==> config.mk <==
export PLATFORM = sky130hd
export DESIGN_NAME = vram_arbiter_flat
export DESIGN_NICKNAME = d
export VERILOG_FILES = /design/src/rtl/vram_arbiter_if.sv /design/src/rtl/vram_arbiter.sv /design/src/flat_wrapper.sv
export SDC_FILE = /design/constraint.sdc
export NUM_CORES = 1
export LEC_CHECK = 0
export ABC_AREA = 1
export CORE_UTILIZATION = 44
export CTS_BUF_LIST = sky130_fd_sc_hd__clkbuf_4 sky130_fd_sc_hd__clkbuf_8 sky130_fd_sc_hd__clkbuf_16
export DETAILED_ROUTE_END_ITERATION = 16
export GPL_TIMING_DRIVEN = 0
export PLACE_DENSITY = 0.85
export SLEW_MARGIN = 20
export SYNTH_ARGS = -nofsm -noshare
export SYNTH_HDL_FRONTEND = slang
export SYNTH_SLANG_ARGS = --single-unit
==> constraint.sdc <==
create_clock -name clk_pix -period 2.5 [get_ports clk_pix]
set_clock_uncertainty 0.05 [all_clocks]
set_input_delay 0.5 -clock clk_pix [delete_from_list [all_inputs] [get_ports clk_pix]]
set_output_delay 0.5 -clock clk_pix [all_outputs]
set_load 0.02 [all_outputs]
==> src/rtl/vram_arbiter_if.sv <==
// rtl/vram_arbiter_if.sv - video fetch, CPU request and screen RAM bus bundle for vram_arbiter
interface vram_arbiter_if #(
  parameter int ADDR_W = 13
);
  logic              vid_rd;
  logic [ADDR_W-1:0] vid_addr;
  logic [7:0]        vid_data;
  logic              cpu_req;
  logic              cpu_we;
  logic [ADDR_W-1:0] cpu_addr;
  logic [7:0]        cpu_wdata;
  logic [7:0]        cpu_rdata;
  logic              cpu_ack;
  logic              cpu_wait;
  logic              vid_miss;
  logic [ADDR_W-1:0] ram_addr;
  logic              ram_we;
  logic [7:0]        ram_wdata;
  logic [7:0]        ram_rdata;

  modport slave (
    input  vid_rd, vid_addr, cpu_req, cpu_we, cpu_addr, cpu_wdata, ram_rdata,
    output vid_data, cpu_rdata, cpu_ack, cpu_wait, vid_miss, ram_addr, ram_we, ram_wdata
  );

  modport master (
    output vid_rd, vid_addr, cpu_req, cpu_we, cpu_addr, cpu_wdata, ram_rdata,
    input  vid_data, cpu_rdata, cpu_ack, cpu_wait, vid_miss, ram_addr, ram_we, ram_wdata
  );
endinterface

==> src/rtl/vram_arbiter.sv <==
// rtl/vram_arbiter.sv - screen RAM arbiter: fixed-priority video reads, CPU req/ack port, run-length guard
module vram_arbiter #(
  parameter int ADDR_W      = 13,
  parameter int MAX_VID_RUN = 4
) (
  input logic           clk_pix,
  input logic           reset,
  vram_arbiter_if.slave bus
);
  localparam int CNT_W = $clog2(MAX_VID_RUN + 1);

  typedef enum logic [1:0] {IDLE, RD, ACK} state_t;

  state_t            state;
  logic [CNT_W-1:0]  run_cnt;
  logic [ADDR_W-1:0] last_vid_addr;
  logic              vid_pend;
  logic [7:0]        vid_hold;
  logic [7:0]        cpu_rdata_q;
  logic              vid_miss_q;

  logic cpu_pending;
  logic guard_fire;
  logic vid_grant;
  logic cpu_grant;

  // The slot is exclusive: video wins unless the CPU has waited out the full run.
  always_comb begin
    cpu_pending = bus.cpu_req && (state == IDLE) && !reset;
    guard_fire  = cpu_pending && (run_cnt == CNT_W'(MAX_VID_RUN));
    vid_grant   = bus.vid_rd && !guard_fire;
    cpu_grant   = cpu_pending && !vid_grant;
  end

  assign bus.ram_addr  = vid_grant ? bus.vid_addr : (cpu_grant ? bus.cpu_addr : last_vid_addr);
  assign bus.ram_we    = cpu_grant && bus.cpu_we;
  assign bus.ram_wdata = bus.cpu_wdata;
  assign bus.vid_data  = vid_pend ? bus.ram_rdata : vid_hold;
  assign bus.cpu_rdata = cpu_rdata_q;
  assign bus.cpu_ack   = (state == ACK);
  assign bus.cpu_wait  = bus.cpu_req && !bus.cpu_ack && (state != ACK);
  assign bus.vid_miss  = vid_miss_q;

  always_ff @(posedge clk_pix) begin
    if (reset) begin
      state         <= IDLE;
      run_cnt       <= '0;
      last_vid_addr <= '0;
      vid_pend      <= 1'b0;
      vid_hold      <= 8'h00;
      cpu_rdata_q   <= 8'h00;
      vid_miss_q    <= 1'b0;
    end else begin
      vid_pend <= vid_grant;
      if (vid_grant) begin
        last_vid_addr <= bus.vid_addr;
      end
      if (vid_pend) begin
        vid_hold <= bus.ram_rdata;
      end
      if (bus.vid_rd && guard_fire) begin
        vid_miss_q <= 1'b1;
      end

      // Saturating count of video wins while the CPU is stuck in IDLE.
      if (cpu_grant || !bus.cpu_req) begin
        run_cnt <= '0;
      end else if (cpu_pending && vid_grant && (run_cnt != CNT_W'(MAX_VID_RUN))) begin
        run_cnt <= run_cnt + CNT_W'(1);
      end

      case (state)
        IDLE: begin
          if (cpu_grant) begin
            state <= bus.cpu_we ? ACK : RD;
          end
        end
        RD: begin
          cpu_rdata_q <= bus.ram_rdata;
          state       <= ACK;
        end
        ACK:     state <= IDLE;
        default: state <= IDLE;
      endcase
    end
  end
endmodule

==> src/flat_wrapper.sv <==
// flat-port wrapper written by rule: the top's interface ports become plain ports
module vram_arbiter_flat 
#(
  parameter int ADDR_W      = 13,
  parameter int MAX_VID_RUN = 4
)
  (clk_pix, reset, bus_vid_rd, bus_vid_addr, bus_cpu_req, bus_cpu_we, bus_cpu_addr, bus_cpu_wdata, bus_ram_rdata, bus_vid_data, bus_cpu_rdata, bus_cpu_ack, bus_cpu_wait, bus_vid_miss, bus_ram_addr, bus_ram_we, bus_ram_wdata);
  vram_arbiter_if #(.ADDR_W(ADDR_W)) bus_i ();
  input logic clk_pix;
  input logic reset;
  input wire logic [$bits(bus_i.vid_rd)-1:0] bus_vid_rd;
  input wire logic [$bits(bus_i.vid_addr)-1:0] bus_vid_addr;
  input wire logic [$bits(bus_i.cpu_req)-1:0] bus_cpu_req;
  input wire logic [$bits(bus_i.cpu_we)-1:0] bus_cpu_we;
  input wire logic [$bits(bus_i.cpu_addr)-1:0] bus_cpu_addr;
  input wire logic [$bits(bus_i.cpu_wdata)-1:0] bus_cpu_wdata;
  input wire logic [$bits(bus_i.ram_rdata)-1:0] bus_ram_rdata;
  output wire logic [$bits(bus_i.vid_data)-1:0] bus_vid_data;
  output wire logic [$bits(bus_i.cpu_rdata)-1:0] bus_cpu_rdata;
  output wire logic [$bits(bus_i.cpu_ack)-1:0] bus_cpu_ack;
  output wire logic [$bits(bus_i.cpu_wait)-1:0] bus_cpu_wait;
  output wire logic [$bits(bus_i.vid_miss)-1:0] bus_vid_miss;
  output wire logic [$bits(bus_i.ram_addr)-1:0] bus_ram_addr;
  output wire logic [$bits(bus_i.ram_we)-1:0] bus_ram_we;
  output wire logic [$bits(bus_i.ram_wdata)-1:0] bus_ram_wdata;
  assign bus_i.vid_rd = bus_vid_rd;
  assign bus_i.vid_addr = bus_vid_addr;
  assign bus_i.cpu_req = bus_cpu_req;
  assign bus_i.cpu_we = bus_cpu_we;
  assign bus_i.cpu_addr = bus_cpu_addr;
  assign bus_i.cpu_wdata = bus_cpu_wdata;
  assign bus_i.ram_rdata = bus_ram_rdata;
  assign bus_vid_data = bus_i.vid_data;
  assign bus_cpu_rdata = bus_i.cpu_rdata;
  assign bus_cpu_ack = bus_i.cpu_ack;
  assign bus_cpu_wait = bus_i.cpu_wait;
  assign bus_vid_miss = bus_i.vid_miss;
  assign bus_ram_addr = bus_i.ram_addr;
  assign bus_ram_we = bus_i.ram_we;
  assign bus_ram_wdata = bus_i.ram_wdata;
  vram_arbiter #(.ADDR_W(ADDR_W), .MAX_VID_RUN(MAX_VID_RUN)) u_core (.clk_pix(clk_pix), .reset(reset), .bus(bus_i));
endmodule
# Word-level counts from Yosys, hierarchy flattened
# Index checks and enable logic that the tools add are counted.
dict set report word_totals {
  ff_bits 36
  input_bits 47
  out_inout_bits 41
  elab_cells 39
}
dict set report classes {
  n_addsub 1
  n_eq_ne 6
  muxes 6
  n_reduce_logical 19
}
# operator n
set ops {}
lappend ops {{$mux 13} 2}
lappend ops {{$logic_and 1x1->1} 11}
lappend ops {{$mux 8} 1}
lappend ops {{$logic_not 1->1} 5}
lappend ops {{$mux 2} 2}
lappend ops {{$pmux 2 s2} 1}
lappend ops {{$add 3x1->3 const B} 1}
lappend ops {{$eq 3x3->1 const B} 1}
lappend ops {{$ne 3x3->1 const B} 1}
lappend ops {{$eq 2x1->1 const B} 1}
lappend ops {{$eq 2x2->1 const B} 1}
lappend ops {{$logic_not 2->1} 1}
lappend ops {{$ne 2x1->1 const B} 1}
lappend ops {{$ne 2x2->1 const B} 1}
lappend ops {{$reduce_or 2->1} 1}
lappend ops {{$logic_or 1x1->1} 1}

# Depth between registers and ports, before layout
# Gate-level depths: netlist of the first run.
dict set report depth {
  depth_word 10
  mapped_depth 9
  mapped_depth_nobuf 8
}

# Worst setup path before layout of the first run
# No wires, ideal clock.
dict set report synth_timing {
  path_type {input-to-output}
  start {input bus_vid_rd}
  end {output bus_ram_addr[0]}
  arrival_ns 1.314
  required_ns 1.950
  slack_ns 0.636
  stages 5
  path_buffers 2
  cell_sequence {buf_4 -> inv_1 -> clkbuf_1 -> nand3_1 -> nand3_1}
}
dict set report synth_via {
  elab_chain_cells 5
}
# item line
set synth_rtl {}
lappend synth_rtl {{start, declared} flat_wrapper.sv:11} ;# input wire logic [$bits(bus_i.vid_rd)-1:0] bus_vid_rd;
lappend synth_rtl {{$logic_and 1x1->1 (*)} vram_arbiter.sv:31} ;# vid_grant = bus.vid_rd && !guard_fire;
lappend synth_rtl {{$logic_not 1->1} vram_arbiter.sv:32} ;# cpu_grant = cpu_pending && !vid_grant;
lappend synth_rtl {{$logic_and 1x1->1} vram_arbiter.sv:32}
lappend synth_rtl {{$mux 13} vram_arbiter.sv:35} ;# assign bus.ram_addr = vid_grant ? bus.vid_addr : (cpu_grant ? bus.cpu_addr : last_vid_addr);
lappend synth_rtl {{$mux 13 (*)} vram_arbiter.sv:35}
lappend synth_rtl {{end, declared} flat_wrapper.sv:23} ;# output wire logic [$bits(bus_i.ram_addr)-1:0] bus_ram_addr;
# Every way passes the cells marked *; elsewhere a longest branch is shown, timed or not.

# Final worst setup path of the first run
dict set report layout_timing {
  start {register u_core.run_cnt[0]}
  end {output bus_ram_we}
}
dict set report layout_via {
  elab_chain_cells 7
}
# item line
set layout_rtl {}
lappend layout_rtl {{start, declared} vram_arbiter.sv:15} ;# logic [CNT_W-1:0] run_cnt;
lappend layout_rtl {{start signal, assigned} vram_arbiter.sv:69} ;# run_cnt <= run_cnt + CNT_W'(1);
lappend layout_rtl {{$eq 3x3->1} vram_arbiter.sv:30} ;# guard_fire = cpu_pending && (run_cnt == CNT_W'(MAX_VID_RUN));
lappend layout_rtl {{$logic_and 1x1->1} vram_arbiter.sv:30}
lappend layout_rtl {{$logic_not 1->1} vram_arbiter.sv:31}
lappend layout_rtl {{$logic_and 1x1->1} vram_arbiter.sv:31}
lappend layout_rtl {{$logic_not 1->1} vram_arbiter.sv:32}
lappend layout_rtl {{$logic_and 1x1->1} vram_arbiter.sv:32}
lappend layout_rtl {{$logic_and 1x1->1} vram_arbiter.sv:36} ;# assign bus.ram_we = cpu_grant && bus.cpu_we;
lappend layout_rtl {{end, declared} flat_wrapper.sv:24} ;# output wire logic [$bits(bus_i.ram_we)-1:0] bus_ram_we;
# No other way between the ends.

==> results of run 1 <==
[worst max-delay path, stage by stage, from the launching register on]
cell and delay [ns]:
dfxtp_2 0.33, inv_1 0.07, ha_1 0.16, nand2_1 0.08
nand2_2 0.19, nand2_4 0.08, nor2_4 0.09, clkdlybuf4s50_1 0.60
[timing repair]
action                     CTS  global route
pin swaps                    1             0
resized for setup           23            17
setup endpoints to repair   14            16
[report_power, final]
group / total (mW) / leakage, nW / internal (mW) / switching, mW
logic: 0.323 / 0.799 / 0.157 / 0.166
registers: 0.612 / 0.295 / 0.598 / 0.0141
clock network: 0.512 / 0.0586 / 0.307 / 0.205
total: 1.45 / 1.15 / 1.06 / 0.385
[cell usage after synthesis, drive strengths merged, types with 2 or more instances]
| cell type | instances | area share |
|---|---|---|
| a21oi | 22 | 0.079 |
| buf | 16 | 0.073 |
| clkbuf | 4 | 0.0083 |
| dfxtp | 36 | 0.40 |
| ha | 2 | 0.014 |
| inv | 12 | 0.028 |
| nand2 | 49 | 0.13 |
| nand3 | 53 | 0.15 |
| nor2 | 32 | 0.081 |
| o21ai | 10 | 0.028 |
[sequential cells by signal, indices dropped and copies added, names as in the netlist]
| register | cells |
|---|---|
| u_core.state | 2 |
| u_core.last_vid_addr | 13 |
| u_core.run_cnt | 3 |
| u_core.vid_hold | 8 |
| u_core.bus.vid_miss | 1 |
| u_core.vid_pend | 1 |
| u_core.bus.cpu_rdata | 8 |
[through the flow]
stage	setup slack [ns]	std cells	total power, mW	utilization
6_report	0.0622	371	1.45	0.715
5_1_grt	-0.0282	371	1.51	0.715
4_1_cts	0.00252	372	1.46	0.725
3_5_place_dp	-0.386	364	0.964	0.697
3_3_place_gp	-0.400	364	0.959	0.697
2_1_floorplan	0.636	239	0.800	-
[worst paths after layout]
check / endpoint / from
max: bus_ram_we / u_core.run_cnt[0]
max reg2reg: u_core.last_vid_addr[5] / u_core.run_cnt[0]
min: u_core.vid_hold[6] / reset
min reg2reg: u_core.last_vid_addr[0] / u_core.last_vid_addr[0]
[layer usage]
layer	part of all wire	routed length [um]	up-vias
li1	-	-	947
met1	0.40	1910	833
met2	0.51	2420	80
met3	0.072	340	4
met4	0.0089	42	0
met5	0	0	-
[cell type report]
cell class / instances / area share
inverters: 12 / 0.0184
multi-input cells: 171 / 0.331
clock buffers: 6 / 0.0281
clock inverters: 2 / 0.0129
flip-flops and latches: 36 / 0.266
well taps: 48 / 0.0221
plain buffers: 19 / 0.0562
repair buffers: 77 / 0.266
[cells by family (layout without fill, tap and decap cells)]
logic type / Yosys count / count (layout) / share of synthesized area
and+or+nand+nor: 134 / 134 / 0.362
xor gates and xnor gates: 1 / 1 / 0.00482
adders and majority gates: 2 / 2 / 0.0138
AOI/OAI and AO/OA: 34 / 34 / 0.114
buffers and inverters: 32 / 116 / 0.109
DFF: 36 / 36 / 0.397
==> run_results.csv, run 1 <==
group,metric,value,unit
status,run_status,"finished, final reports clean",
cells_and_area,layout.cells.most_common_list,"63 x clkdlybuf4s50_1, 52 x nand3_1, 36 x nand2_1",
cells_and_area,ff_latch_area,722,um2
clock_tree,tritoncts,"yes",
timing,slew_headroom,0.545,
grt,use_met3,0.0448,
die,core-area,0.00380,mm2
cells_and_area,layout.cell_area.non_filler,0.00272,mm2
clock_tree,clk_pin_slew_worst_paths,0.07,ns
logic_synthesis,yosysWarnings,0,
grt,grt_max_degree,12,
placed_design,detailedPlacementHpwl,3620,um
die,die_h,66.3,um
routing,detail_route.iter0.violations,69,
run,maxCapViolations,0,
logic_synthesis,ys_seq_area_frac,0.397,
logic_synthesis,synth-seq-cells,36,
logic_synthesis,synth_area,0.00182,mm2
logic_synthesis,distinct_cell_type_count_after_synthesis,25,
power_and_ir_drop,ir_worst_vdd,0.382,mV
grt,first_global_vias,1728,
clock_tree,cts_buf_count,5,
placed_design,buffer_ports.inserted,77,
clock_tree,hold_buffers,0,
timing,setup_viol,0,
die,die_footprint,0.00439,mm2
grt,gr-max-usage-layer,"met2",
power_and_ir_drop,power.density,532,mW/mm2
timing,finalSetupTns,0,ns
timing,final_min_period_over_clock_period,0.975,
logic_synthesis,yosys_most_used_dff,"dfxtp_1",
routing,finalWirelength,4720,um
cells_and_area,num-fill-cells,328,
worst_setup_path,timing.critical_path.from_type,"flop",
cells_and_area,insertedDiodeCount,0,
logic_synthesis,synth.net_count,288,
clock_tree,clkLatencyLatePin,0.28,ns
timing,report.final.hold_viol_count,0,
grt,grtUsageMet1,0.255,
timing,fin_worst_hold_slack,0.371,ns
placed_design,routabilityCongestion,0.776,
routing,detailroute.via_count,1864,
clock_tree,clock_tree.buffer_depth,2,
routing,drt_pre_antenna_iters,4,
cells_and_area,multi_input_area,898,um2
cells_and_area,area_growth_syn_to_layout,49.5,%
logic_synthesis,synth_async_sr_flop_share,0,
placed_design,placedInstanceArea,0.00265,mm2
worst_setup_path,worstSetupEndpointType,"primary output",
cells_and_area,number_of_nets_at_the_end_of_the_flow,371,
grt,leftover_overflow_at_the_end_of_global_routing,0,
clock_tree,post-cts-setup-buffers,0,
timing,setup_repair_after_global_routing_missed_its_margin,"true",
grt,antenna_found_initial,0,
timing,fmaxAchievable,0.410,GHz
timing,minimum_period_implied_by_the_final_worst_setup_slack,2.44,ns
clock_tree,clockRootBuffer,"clkbuf_8",
clock_tree,cts_sinks,36,
cells_and_area,layout_commonest_cell,"clkdlybuf4s50_1",
power_and_ir_drop,power.leakage,1.15,nW
worst_setup_path,critical_path_rt,1.95,ns
die,std_cell_rows,22,
worst_setup_path,worst_ep_arrival_time,1.89,ns
timing,finalMaxSlewViolations,0,
hold_path,holdCritPathClass,"input port to flop",
die,initial_utilization,0.478,
die,boundaryPins,88,
routing,detail_route.vias_per_cell,5.02,
timing,tightest_pin_transition,0.682,ns
die,dieWidth,66.3,um
worst_setup_path,worst-setup-path-type,"flop to primary output",
logic_synthesis,synth-edff-count,0,
logic_synthesis,synth.avg_cell_area,7.60,um2
routing,detail_route.drc_violations,0,
clock_tree,htree_levels,2,
routing,drt-wirelength-per-cell,12.7,um
worst_setup_path,reg2reg_setup_slack,1.04,ns
grt,met2_usage,0.397,
cells_and_area,post_route_cells_drive_above_1_share,0.201,
logic_synthesis,post_synth_inst_count,239,
grt,gr-usage-all-layers,0.220,
worst_setup_path,worst_reg2reg_path_length_in_cells,8,
grt,wire_length_of_the_first_global_routing_pass,7380,um
worst_setup_path,worst-path-max-fanout,8,
routing,final_antenna_net_count,0,
hold_path,holdPathStages,2,
Note: power is estimated with default switching activity, not from simulation.
==> inputs of run 2 (changes only) <==
Settings changed: CORE_ASPECT_RATIO set to 2, GPL_TIMING_DRIVEN 0 to not set.
==> run_results.csv, run 2 (synthesized netlist as in run 1, its figures left out) <==
group,metric,value,unit
routing,drt_pre_antenna_iters,4,
hold_path,holdCritPathClass,"flop to flop",
cells_and_area,layout_commonest_cell,"clkdlybuf4s50_1",
timing,fmaxAchievable,0.418,GHz
worst_setup_path,worst-path-max-fanout,7,
power_and_ir_drop,ir_worst_vdd,0.407,mV
grt,gr-usage-all-layers,0.251,
routing,drt-wirelength-per-cell,13.0,um
clock_tree,clkLatencyLatePin,0.29,ns
clock_tree,htree_levels,2,
die,die_footprint,0.00441,mm2
timing,final_min_period_over_clock_period,0.957,
worst_setup_path,worst-setup-path-type,"input port to primary output",
routing,detail_route.drc_violations,0,
timing,setup_repair_after_global_routing_missed_its_margin,"false",
grt,wire_length_of_the_first_global_routing_pass,8070,um
grt,leftover_overflow_at_the_end_of_global_routing,0,
status,run_status,"finished, final reports clean",
die,initial_utilization,0.468,
cells_and_area,layout.cells.most_common_list,"56 x clkdlybuf4s50_1, 52 x nand3_1, 36 x nand2_1, 36 x dfxtp_1, 29 x buf_4",
grt,first_global_vias,1908,
routing,final_antenna_net_count,0,
timing,post-route-worst-setup-slack,0.108,ns
timing,finalMaxSlewViolations,0,
timing,tightest_pin_transition,0.379,ns
worst_setup_path,worst_ep_arrival_time,1.84,ns
cells_and_area,post_route_cells_drive_above_1_share,0.259,
routing,detailroute.via_count,1936,
power_and_ir_drop,power.density,487,mW/mm2
clock_tree,hold_buffers,0,
worst_setup_path,critical_path_rt,1.95,ns
cells_and_area,largest_reg_flops,13,
placed_design,dp_slack,-0.284,ns
run,maxCapViolations,0,
grt,antenna_found_initial,0,
grt,grt_max_degree,22,
timing,setup_viol,0,
worst_setup_path,cp_slowest_cell,"clkdlybuf4s50_1",
clock_tree,clock_tree.buffer_depth,2,
cells_and_area,number_of_nets_at_the_end_of_the_flow,380,
die,dieWidth,47.4,um
cells_and_area,max_flop_register,"u_core.last_vid_addr",
placed_design,detailedPlacementHpwl,3770,um
die,core-area,0.00388,mm2
routing,detail_route.iter0.violations,34,
die,die_h,92.9,um
clock_tree,clockRootBuffer,"clkbuf_8",
cells_and_area,insertedDiodeCount,0,
clock_tree,clk_pin_slew_worst_paths,0.07,ns
die,boundaryPins,88,
clock_tree,cts_sinks,36,
clock_tree,tritoncts,"yes",
cells_and_area,final_util,0.712,
worst_setup_path,crit_path_max_incr_delay,0.40,ns
placed_design,routabilityCongestion,0.823,
routing,finalWirelength,4980,um
timing,report.final.hold_viol_count,0,
worst_setup_path,timing.critical_path.from_type,"input port",
timing,minimum_period_implied_by_the_final_worst_setup_slack,2.39,ns
worst_setup_path,crit_chain,"clkdlybuf4s50_1, buf_4, nor2_4, buf_4, nand3_4, nand3_1, nand3_1, clkbuf_2",
power_and_ir_drop,power.leakage,1.19,nW
worst_setup_path,worstSetupEndpointType,"primary output",
clock_tree,cts_buf_count,5,
routing,detail_route.vias_per_cell,5.05,
timing,slew_headroom,0.747,
cells_and_area,area_growth_syn_to_layout,52.3,%
placed_design,buffer_ports.inserted,71,
die,std_cell_rows,32,
-- run 2: metal layers --
| layer | wire, um | share of wire | track usage |
|---|---|---|---|
| met4 | 103 | 0.021 | 0.0929 |
| met3 | 197 | 0.040 | 0.0526 |
| met1 | 1690 | 0.34 | 0.220 |
| met2 | 2990 | 0.60 | 0.490 |
| met5 | 0 | 0 | 0 |
-- run 2: critical path: cells and delay by family --
kind / cells / cell delay [ns]
buf+inv: 4 / 0.87
simple gates: 4 / 0.48
-- run 2: final timing paths --
check	startpoint	end	slack, ns	depth (start not counted)
setup reg to reg	u_core.run_cnt[0]	u_core.last_vid_addr[2]	0.82	9
hold reg to reg	u_core.last_vid_addr[6]	u_core.last_vid_addr[6]	0.42	2
hold / removal	u_core.last_vid_addr[6]	u_core.last_vid_addr[6]	0.42	2
setup / recovery	reset	bus_ram_addr[5]	0.11	8
-- run 2: repair_timing --
| action | 4_1_cts | 5_1_grt |
|---|---|---|
| gates cloned | 1 | 0 |
| setup buffers | 0 | 1 |
| setup endpoints to repair | 15 | 14 |
| gates resized for setup | 34 | 14 |
| pin swaps | 1 | 1 |
-- run 2: power by group --
part	switching (mW)	internal, mW
clock	0.213	0.194
combinational	0.162	0.166
sequential	0.0143	0.598
-- run 2: area by class of cell --
type | instances | area (um2)
Fill cell | 317 | 1120
Timing Repair Buffer | 104 | 928
Multi-Input combinational cell | 172 | 916
Sequential cell | 36 | 721
Clock buffer | 5 | 68.8
Tap cell | 51 | 63.8
Inverter | 12 | 50.0
Clock inverter | 3 | 18.8
-- run 2: per-stage QoR --
step                instance area [um2]  instances  TNS [ns]  power (mW)  hold WS [ns]
finish                             2770        383         0        1.35         0.418
global route                       2770        383         0        1.41         0.430
CTS                                2830        382         0        1.37         0.418
detailed placement                 2720        373     -3.78       0.969         0.407
global placement                   2720        373     -3.74       0.963         0.398
floorplan                          1820        239         0       0.800         0.389
==> inputs of run 3 (changes only) <==
==> constraint.sdc (replaced) <==
create_clock -name clk_pix -period 2.5 [get_ports clk_pix]
set_clock_uncertainty 0.05 [all_clocks]
set_input_delay 0.375 -clock clk_pix [delete_from_list [all_inputs] [get_ports clk_pix]]
set_output_delay 0.375 -clock clk_pix [all_outputs]
set_load 0.02 [all_outputs]
==> run_results.csv, run 3 (synthesized netlist as in run 1, its figures left out) <==
group,metric,value,unit
clock_tree,clock_tree.buffer_depth,2,
worst_setup_path,cp_slowest_cell,"clkdlybuf4s50_1",
worst_setup_path,worst_reg2reg_path_length_in_cells,8,
cells_and_area,layout.cells.most_common_list,"57 x clkdlybuf4s50_1, 52 x nand3_1, 36 x nand2_1, 36 x dfxtp_1, 27 x nor2_1",
worst_setup_path,worst-path-max-fanout,14,
worst_setup_path,critical-path-top-cell-by-count,"nand3_1",
routing,final_antenna_net_count,0,
worst_setup_path,crit_chain,"clkdlybuf4s50_1, inv_2, nor2_4, nand3_4, nand3_1, nand3_1, dlygate4sd2_1",
worst_setup_path,worst_ep_arrival_time,1.91,ns
routing,drt_pre_antenna_iters,4,
routing,detail_route.vias_per_cell,5.04,
hold_path,holdPathStages,2,
status,run_status,"finished, final reports clean",
placed_design,buffer_ports.inserted,71,
run,maxCapViolations,0,
timing,finalMaxSlewViolations,0,
cells_and_area,post_route_cells_drive_above_1_share,0.198,
timing,slew_headroom,0.791,
placed_design,place_inst,367,
power_and_ir_drop,power.leakage,1.18,nW
placed_design,routabilityCongestion,0.873,
die,dieWidth,47.4,um
worst_setup_path,critical_path_rt,2.08,ns
cells_and_area,area_growth_syn_to_layout,50.5,%
routing,detail_route.drc_violations,0,
timing,minimum_period_implied_by_the_final_worst_setup_slack,2.34,ns
die,die_footprint,0.00441,mm2
clock_tree,clkLatencyLatePin,0.29,ns
worst_setup_path,timing.critical_path.from_type,"input port",
clock_tree,tritoncts,"yes",
die,initial_utilization,0.468,
worst_setup_path,crit_path_max_incr_delay,0.56,ns
timing,finalSetupTns,0,ns
routing,detail_route.iter0.violations,15,
grt,antenna_found_initial,0,
clock_tree,clk_pin_slew_worst_paths,0.06,ns
die,boundaryPins,88,
timing,setup_viol,0,
timing,fmaxAchievable,0.428,GHz
grt,grt_max_degree,22,
power_and_ir_drop,ir_worst_vdd,0.510,mV
timing,report.final.hold_viol_count,0,
grt,gr-usage-all-layers,0.247,
worst_setup_path,worstSetupEndpointType,"primary output",
timing,setup_repair_after_global_routing_missed_its_margin,"false",
worst_setup_path,worst-setup-path-type,"input port to primary output",
die,std_cell_rows,32,
routing,detailroute.via_count,1889,
clock_tree,hold_buffers,0,
clock_tree,cts_sinks,36,
cells_and_area,largest_reg_flops,13,
cells_and_area,number_of_nets_at_the_end_of_the_flow,372,
timing,final_min_period_over_clock_period,0.934,
clock_tree,clockRootBuffer,"clkbuf_8",
cells_and_area,ff_latch_area,721,um2
power_and_ir_drop,power.density,490,mW/mm2
clock_tree,cts_buf_count,5,
cells_and_area,layout_commonest_cell,"clkdlybuf4s50_1",
cells_and_area,multi_input_area,898,um2
grt,leftover_overflow_at_the_end_of_global_routing,0,
grt,wire_length_of_the_first_global_routing_pass,7760,um
cells_and_area,insertedDiodeCount,0,
hold_path,holdCritPathClass,"flop to flop",
clock_tree,htree_levels,2,
cells_and_area,max_flop_register,"u_core.last_vid_addr",
cells_and_area,finalNonFillerCells,375,
routing,drt-wirelength-per-cell,12.9,um
die,core-area,0.00388,mm2
routing,finalWirelength,4850,um
die,die_h,92.9,um
placed_design,detailedPlacementHpwl,3870,um
cells_and_area,num-fill-cells,333,
timing,tightest_pin_transition,0.312,ns
grt,first_global_vias,1854,
-- run 3: changes by cell type in the layout (fill, tap and decap cells not counted) --
| cell | delta |
|---|---|
| buf_12 | -1 |
| buf_2 | -3 |
| buf_4 | -5 |
| buf_6 | -1 |
| clkbuf_2 | -11 |
| clkdlybuf4s50_1 | +1 |
| dlygate4sd2_1 | +13 |
| nand3_4 | -1 |
-- run 3: cell type report --
cell class                      instances  area share
Timing Repair Buffer                   97       0.334
Multi-Input combinational cell        171       0.329
Sequential cell                        36       0.264
Clock buffer                            5      0.0252
Tap cell                               51      0.0233
Inverter                               12      0.0183
Clock inverter                          3     0.00686
-- run 3: metal layers --
layer  routed length, um  global-route usage  part of all wire  vias to the layer above
li1                    -                   -                 -                      948
met1                1580               0.211              0.33                      875
met2                2950               0.473              0.61                       54
met3                 197              0.0565             0.041                       12
met4                 130               0.119             0.027                        0
met5                   0                   0                 0                        -
-- run 3: per-stage QoR --
step | hold WS, ns | worst slack [ns] | power (mW) | area, um2 | utilization
2_1_floorplan | 0.389 | 0.812 | 0.800 | 1820 | -
3_3_place_gp | 0.399 | -0.0493 | 0.954 | 2660 | 0.686
3_5_place_dp | 0.409 | -0.0629 | 0.961 | 2660 | 0.686
4_1_cts | 0.417 | 0.159 | 1.35 | 2730 | 0.704
5_1_grt | 0.427 | 0.0494 | 1.40 | 2730 | 0.704
6_report | 0.415 | 0.164 | 1.34 | 2730 | 0.704
-- run 3: final timing paths --
kind	end	startpoint	slack [ns]
setup / recovery	bus_ram_addr[4]	bus_cpu_req	0.16
hold reg to reg	u_core.last_vid_addr[6]	u_core.last_vid_addr[6]	0.42
setup reg to reg	u_core.run_cnt[1]	u_core.run_cnt[0]	0.78
hold / removal	u_core.last_vid_addr[6]	u_core.last_vid_addr[6]	0.42
-- run 3: worst max-delay path, delay by kind of cell --
kind,cells,cell delay [ns]
buffers and inverters,3,0.97
AND/OR/NAND/NOR,4,0.56
-- run 3: what timing repair did --
action,in CTS,in global routing
gates resized for setup,14,0
setup buffers,0,0
setup endpoints to repair,14,0
-- run 3: power by group --
group | leakage (nW) | switching [mW] | total (mW) | internal, mW
clock network | 0.0479 | 0.213 | 0.407 | 0.194
logic | 0.838 | 0.158 | 0.321 | 0.162
registers | 0.294 | 0.0143 | 0.612 | 0.598
total | 1.18 | 0.386 | 1.34 | 0.954
